**src/rtl/mult_rr_scheduler.sv**
```systemverilog
// Round-robin scheduler sharing one 3-bit signed multiplier across N_REQ requesters; 2-stage stall-able pipeline.
// Optional per-requester accumulate (MAC) mode is enabled by defining MULT_SCHED_ACC_EN.

module mydesign_comb #(
  parameter int N_IN  = 3,
  parameter int N_OUT = 6
) (
  input  logic [N_IN-1:0]  a_i,
  input  logic [N_IN-1:0]  b_i,
  output logic [N_OUT-1:0] p_o
);
  logic signed [N_OUT-1:0] a_ext;
  logic signed [N_OUT-1:0] b_ext;

  assign a_ext = {{(N_OUT-N_IN){a_i[N_IN-1]}}, a_i};
  assign b_ext = {{(N_OUT-N_IN){b_i[N_IN-1]}}, b_i};
  assign p_o   = a_ext * b_ext;
endmodule

module mult_rr_scheduler #(
  parameter int N_REQ = 4,
  parameter int N_IN  = 3,
  parameter int N_OUT = 6,
  parameter int ACC_W = 10,
  localparam int ID_W = $clog2(N_REQ)
) (
  input  logic                   clk_i,
  input  logic                   rst_i,
  input  logic [N_REQ-1:0]       req_valid_i,
  output logic [N_REQ-1:0]       req_ready_o,
  input  logic [N_REQ*N_IN-1:0]  req_a_i,
  input  logic [N_REQ*N_IN-1:0]  req_b_i,
  input  logic [N_REQ-1:0]       req_last_i,
  output logic                   rsp_valid_o,
  input  logic                   rsp_ready_i,
  output logic [ID_W-1:0]        rsp_id_o,
  output logic [ACC_W-1:0]       rsp_data_o,
  output logic                   busy_o
);
  logic [ID_W-1:0]  ptr;
  logic             s1_vld;
  logic [N_IN-1:0]  s1_a;
  logic [N_IN-1:0]  s1_b;
  logic [ID_W-1:0]  s1_id;
  logic             s1_last;
  logic             s2_load;
  logic             s1_adv;
  logic             s1_accept;
  logic             win_found;
  logic [ID_W-1:0]  win_id;
  logic [ID_W-1:0]  cand;
  logic             grant;
  logic [N_OUT-1:0] prod;
  logic [ACC_W-1:0] prod_ext;
  logic [ACC_W-1:0] s2_din;
  logic             s2_new;

  always_comb begin
    win_found = 1'b0;
    win_id    = '0;
    cand      = '0;
    for (int k = 0; k < N_REQ; k++) begin
      cand = ID_W'((int'(ptr) + k) % N_REQ);
      if (!win_found && req_valid_i[cand]) begin
        win_found = 1'b1;
        win_id    = cand;
      end
    end
  end

  mydesign_comb #(.N_IN(N_IN), .N_OUT(N_OUT)) u_mult (
    .a_i (s1_a),
    .b_i (s1_b),
    .p_o (prod)
  );

  assign prod_ext = ACC_W'($signed(prod));
  assign s2_load  = !rsp_valid_o || rsp_ready_i;

`ifdef MULT_SCHED_ACC_EN
  logic [ACC_W-1:0] acc [N_REQ];
  logic [ACC_W-1:0] acc_sum;

  assign acc_sum = acc[s1_id] + prod_ext;
  // Non-last entries only update the accumulator, so they never wait on S2.
  assign s1_adv  = s1_vld && (!s1_last || s2_load);
  assign s2_new  = s1_vld && s1_last;
  assign s2_din  = acc_sum;

  always_ff @(posedge clk_i or posedge rst_i) begin
    if (rst_i) begin
      for (int i = 0; i < N_REQ; i++) acc[i] <= '0;
    end else if (s1_adv) begin
      acc[s1_id] <= s1_last ? '0 : acc_sum;
    end
  end
`else
  logic unused_last;

  assign unused_last = ^req_last_i ^ s1_last;
  assign s1_adv      = s1_vld && s2_load;
  assign s2_new      = s1_vld;
  assign s2_din      = prod_ext;
`endif

  assign s1_accept   = !s1_vld || s1_adv;
  assign grant       = win_found && s1_accept && !rst_i;
  assign req_ready_o = grant ? (N_REQ'(1) << win_id) : '0;
  assign busy_o      = s1_vld || rsp_valid_o;

  always_ff @(posedge clk_i or posedge rst_i) begin
    if (rst_i) begin
      ptr     <= '0;
      s1_vld  <= 1'b0;
      s1_a    <= '0;
      s1_b    <= '0;
      s1_id   <= '0;
      s1_last <= 1'b0;
    end else begin
      if (s1_accept) begin
        s1_vld <= grant;
      end
      if (grant) begin
        s1_a    <= req_a_i[win_id*N_IN +: N_IN];
        s1_b    <= req_b_i[win_id*N_IN +: N_IN];
        s1_id   <= win_id;
        s1_last <= req_last_i[win_id];
        ptr     <= (win_id == ID_W'(N_REQ-1)) ? '0 : win_id + 1'b1;
      end
    end
  end

  always_ff @(posedge clk_i or posedge rst_i) begin
    if (rst_i) begin
      rsp_valid_o <= 1'b0;
      rsp_id_o    <= '0;
      rsp_data_o  <= '0;
    end else if (s2_load) begin
      rsp_valid_o <= s2_new;
      if (s2_new) begin
        rsp_id_o   <= s1_id;
        rsp_data_o <= s2_din;
      end
    end
  end
endmodule

```
**config.mk**
```make
export PLATFORM = sky130hd
export DESIGN_NAME = mult_rr_scheduler
export DESIGN_NICKNAME = d
export VERILOG_FILES = /design/src/rtl/mult_rr_scheduler.sv
export SDC_FILE = /design/constraint.sdc
export NUM_CORES = 1
export LEC_CHECK = 0
export ABC_CLOCK_PERIOD_IN_PS = 3200
export CELL_PAD_IN_SITES_DETAIL_PLACEMENT = 1
export CELL_PAD_IN_SITES_GLOBAL_PLACEMENT = 2
export CORE_MARGIN = 5
export CORE_UTILIZATION = 26
export DETAILED_ROUTE_END_ITERATION = 8
export GPL_ROUTABILITY_DRIVEN = 0
export MAX_ROUTING_LAYER = met4
export PLACE_DENSITY_LB_ADDON = 0.2
export SLEW_MARGIN = 20
export SYNTH_ARGS = -nofsm -noshare
export SYNTH_HDL_FRONTEND = slang
export SYNTH_SLANG_ARGS = --single-unit
export TNS_END_PERCENT = 30
```
**constraint.sdc**
```tcl
create_clock -name clk_i -period 3.2 [get_ports clk_i]
set_input_delay 0.32 -clock clk_i [delete_from_list [all_inputs] [get_ports clk_i]]
set_output_delay 0.32 -clock clk_i [all_outputs]
set_load 0.1 [all_outputs]
```
==> flow_summary.toml <==
[outcome]
status = "complete, no violations"

[timing]
hold_viol_final = 0
worst_pin_slew_ns = 0.980
relSlewSlack = 0.344
grt_setup_unrepaired = "false"
tns_ns = 0
fin_crit_sh = 0.816
fmax_mhz = 383
fin_crit_ns = 2.61
whs_ns = 0.426
clock_skew_ns = 0.00249
finalSetupViolations = 0
maxSlewViolCount = 0

[layout]
fin_nets = 238
final_common_cell = "clkdlybuf4s50_1"
nFillCells = 617
final_cell_mix = "44 x clkdlybuf4s50_1, 20 x dfrtp_1, 12 x inv_1, 11 x nand2_1"
drive_above_1_share = 0.153
post-route-util = 0.382
area_delta_synth_final_pct = 43.9
diodes = 0
stdcell_count = 261

[logic_synthesis]
syn_nets = 190
synth.top_cell.area_share = 0.345
ys_warn_count = 0
seq_area_frac_synth = 0.345
synth_top_area_cell = "dfrtp_1"
async_reset_ff_frac = 1.00
ys_ff_latch = 20
synth-edff-count = 0
ys_top_cells_by_area = "dfrtp_1 34%, ha_1 7.8%, mux2_4 6.2%, fa_1 5.5%, mux2_2 5.4%"
postSynthAreaPerCell_sq_um = 10.2
yosys.cell_types.count = 37
syn-cell-area_sq_um = 1450
synth_flop_cell = "dfrtp_1"
synthCells = 142

[cts]
htreeDepth = 1
cts_resized = 0
insertion_delay_ns = 0.26
path_clk_slew_ns = 0.07
root_buffer = "clkbuf_8"
numCtsBuffers = 3
cts_tree = "yes"
cts.sinks = 20
cts_setup_buffers = 0
clk_path_buf_depth = 2
hold_buffers = 0

[place]
hpwl_mm = 3.00
io_buffer_count = 48
dp.cells = 257

[pwr]
cellPowerDensity_nw_per_um2 = 1010
power.total_mw = 2.11
p_comb_frac = 0.691
netSwitchingPower_mw = 1.13
power_frac_clock = 0.090
swShare = 0.537
p_leak_nw = 0.925
p_seq_frac = 0.219
irDropWorstVdd_mv = 0.596
p_int_uw = 976

[worst_setup_path]
end_kind = "primary output"
crit_path_max_fanout = 7
start_kind = "primary input"
crit_required_ns = 2.88
crit_type = "primary input to primary output"
arrival_ns = 2.29

[detailed_routing]
drt.antenna.violating_nets = 0
drc = 0
vias = 1166
firstDrtPassIters = 4
post_drt_wl_per_cell_microns = 13.4
vias_per_cell = 4.47
drt_iter0_drc = 21
totalWireLength_mm = 3.50

[die]
die_w_microns = 84.7
dieArea_sq_um = 7180
core_sq_um = 5470
row_count = 27
die_h_microns = 84.7
initial_core_util = 0.265
num_io_pins = 53

[grt]
grt_pass1_wl_mm = 6.20
track_usage = 0.110
grt_pass1_vias = 1254
antenna_found_initial = 0
overflow = 0
grt_max_degree = 22

[flow_run]
drv_cap = 0

[hold_path]
hold_path.class = "primary input to asynchronous set/reset pin"
[power groups by stage]
stage / sequential, mW / combinational, mW / clock [mW]
2_1_floorplan: 0.777 / 0.832 / 0
6_report: 0.461 / 1.46 / 0.189
3_3_place_gp: 0.460 / 1.46 / 0
3_5_place_dp: 0.471 / 1.48 / 0
4_1_cts: 0.466 / 1.49 / 0.200
5_1_grt: 0.483 / 1.57 / 0.216
[metal layers]
| layer | up-vias | share of wire | GRT usage |
|---|---|---|---|
| li1 | 586 | - | - |
| met4 | 0 | 0.019 | 0.0432 |
| met5 | - | 0 | - |
| met1 | 536 | 0.45 | 0.138 |
| met3 | 4 | 0.050 | 0.0245 |
| met2 | 40 | 0.48 | 0.170 |
[critical path, cell delays in order]
cell	delay, ns
clkdlybuf4s50_1	0.44
nor2b_1	0.18
or4_4	0.60
nand2_8	0.11
ha_1	0.19
inv_1	0.04
nor2_1	0.19
buf_12	0.21
[synth_stat cells, drive strengths merged, types with 2 or more instances]
library cell	n
a21boi	6
nor2b	3
nand2b	4
nand3	7
mux2	13
o21ai	10
and2	3
fa	4
inv	13
clkbuf	2
a221o	6
dfrtp	20
nor2	7
buf	5
nand2	12
xnor2	2
nor4	2
ha	9
or4	2
[worst paths after layout]
kind,slack (ns),cells after the start,end,from
worst max-delay path,0.59,8,req_ready_o[3],req_valid_i[0]
worst min-delay path,0.43,3,s1_vld$_DFFE_PP0N_,rst_i
worst max register to register,0.68,10,rsp_data_o[5]$_DFFE_PP0P_,s1_b[0]$_DFFE_PP0P_
worst min register to register,0.48,1,s1_id[1]$_DFFE_PP0P_,s1_id[1]$_DFFE_PP0P_
max in group asynchronous,2.56,3,s1_b[1]$_DFFE_PP0P_,rst_i
min in group clk_i,0.48,1,s1_id[1]$_DFFE_PP0P_,s1_id[1]$_DFFE_PP0P_
[sequential cells by signal, summed over array words and instances, names as in the netlist]
name         cells
rsp_data_o       6
s1_vld           1
ptr              2
rsp_id_o         2
rsp_valid_o      1
s1_id            2
s1_a             3
s1_b             3
[stage by stage]
| stage | cell area, sq um | setup slack [ns] |
|---|---|---|
| 4_1_cts | 2080 | 0.567 |
| 2_1_floorplan | 1450 | 0.112 |
| 5_1_grt | 2090 | 0.442 |
| 3_5_place_dp | 2030 | 0.524 |
| 3_3_place_gp | 2030 | 0.581 |
| 6_report | 2090 | 0.589 |
[cells by family (layout without fill, tap and decap cells)]
| logic type | after synthesis | count (layout) | synth area share |
|---|---|---|---|
| DFF | 20 | 20 | 0.345 |
| muxes | 13 | 13 | 0.116 |
| and+or+nand+nor | 47 | 47 | 0.190 |
| AOI/OAI and AO/OA | 26 | 26 | 0.127 |
| xor gates and xnor gates | 3 | 3 | 0.0181 |
| buffers and inverters | 20 | 67 | 0.0706 |
| adders and majority gates | 13 | 13 | 0.133 |
[area by class of cell]
cell class	instances	area, sq um	area share
Clock buffer	4	55.1	0.0263
Multi-Input combinational cell	102	856	0.409
Tap cell	72	90.1	0.0431
Inverter	13	53.8	0.0257
Timing Repair Buffer	50	536	0.256
Sequential cell	20	500	0.239
(Power assumes the default switching activity.)
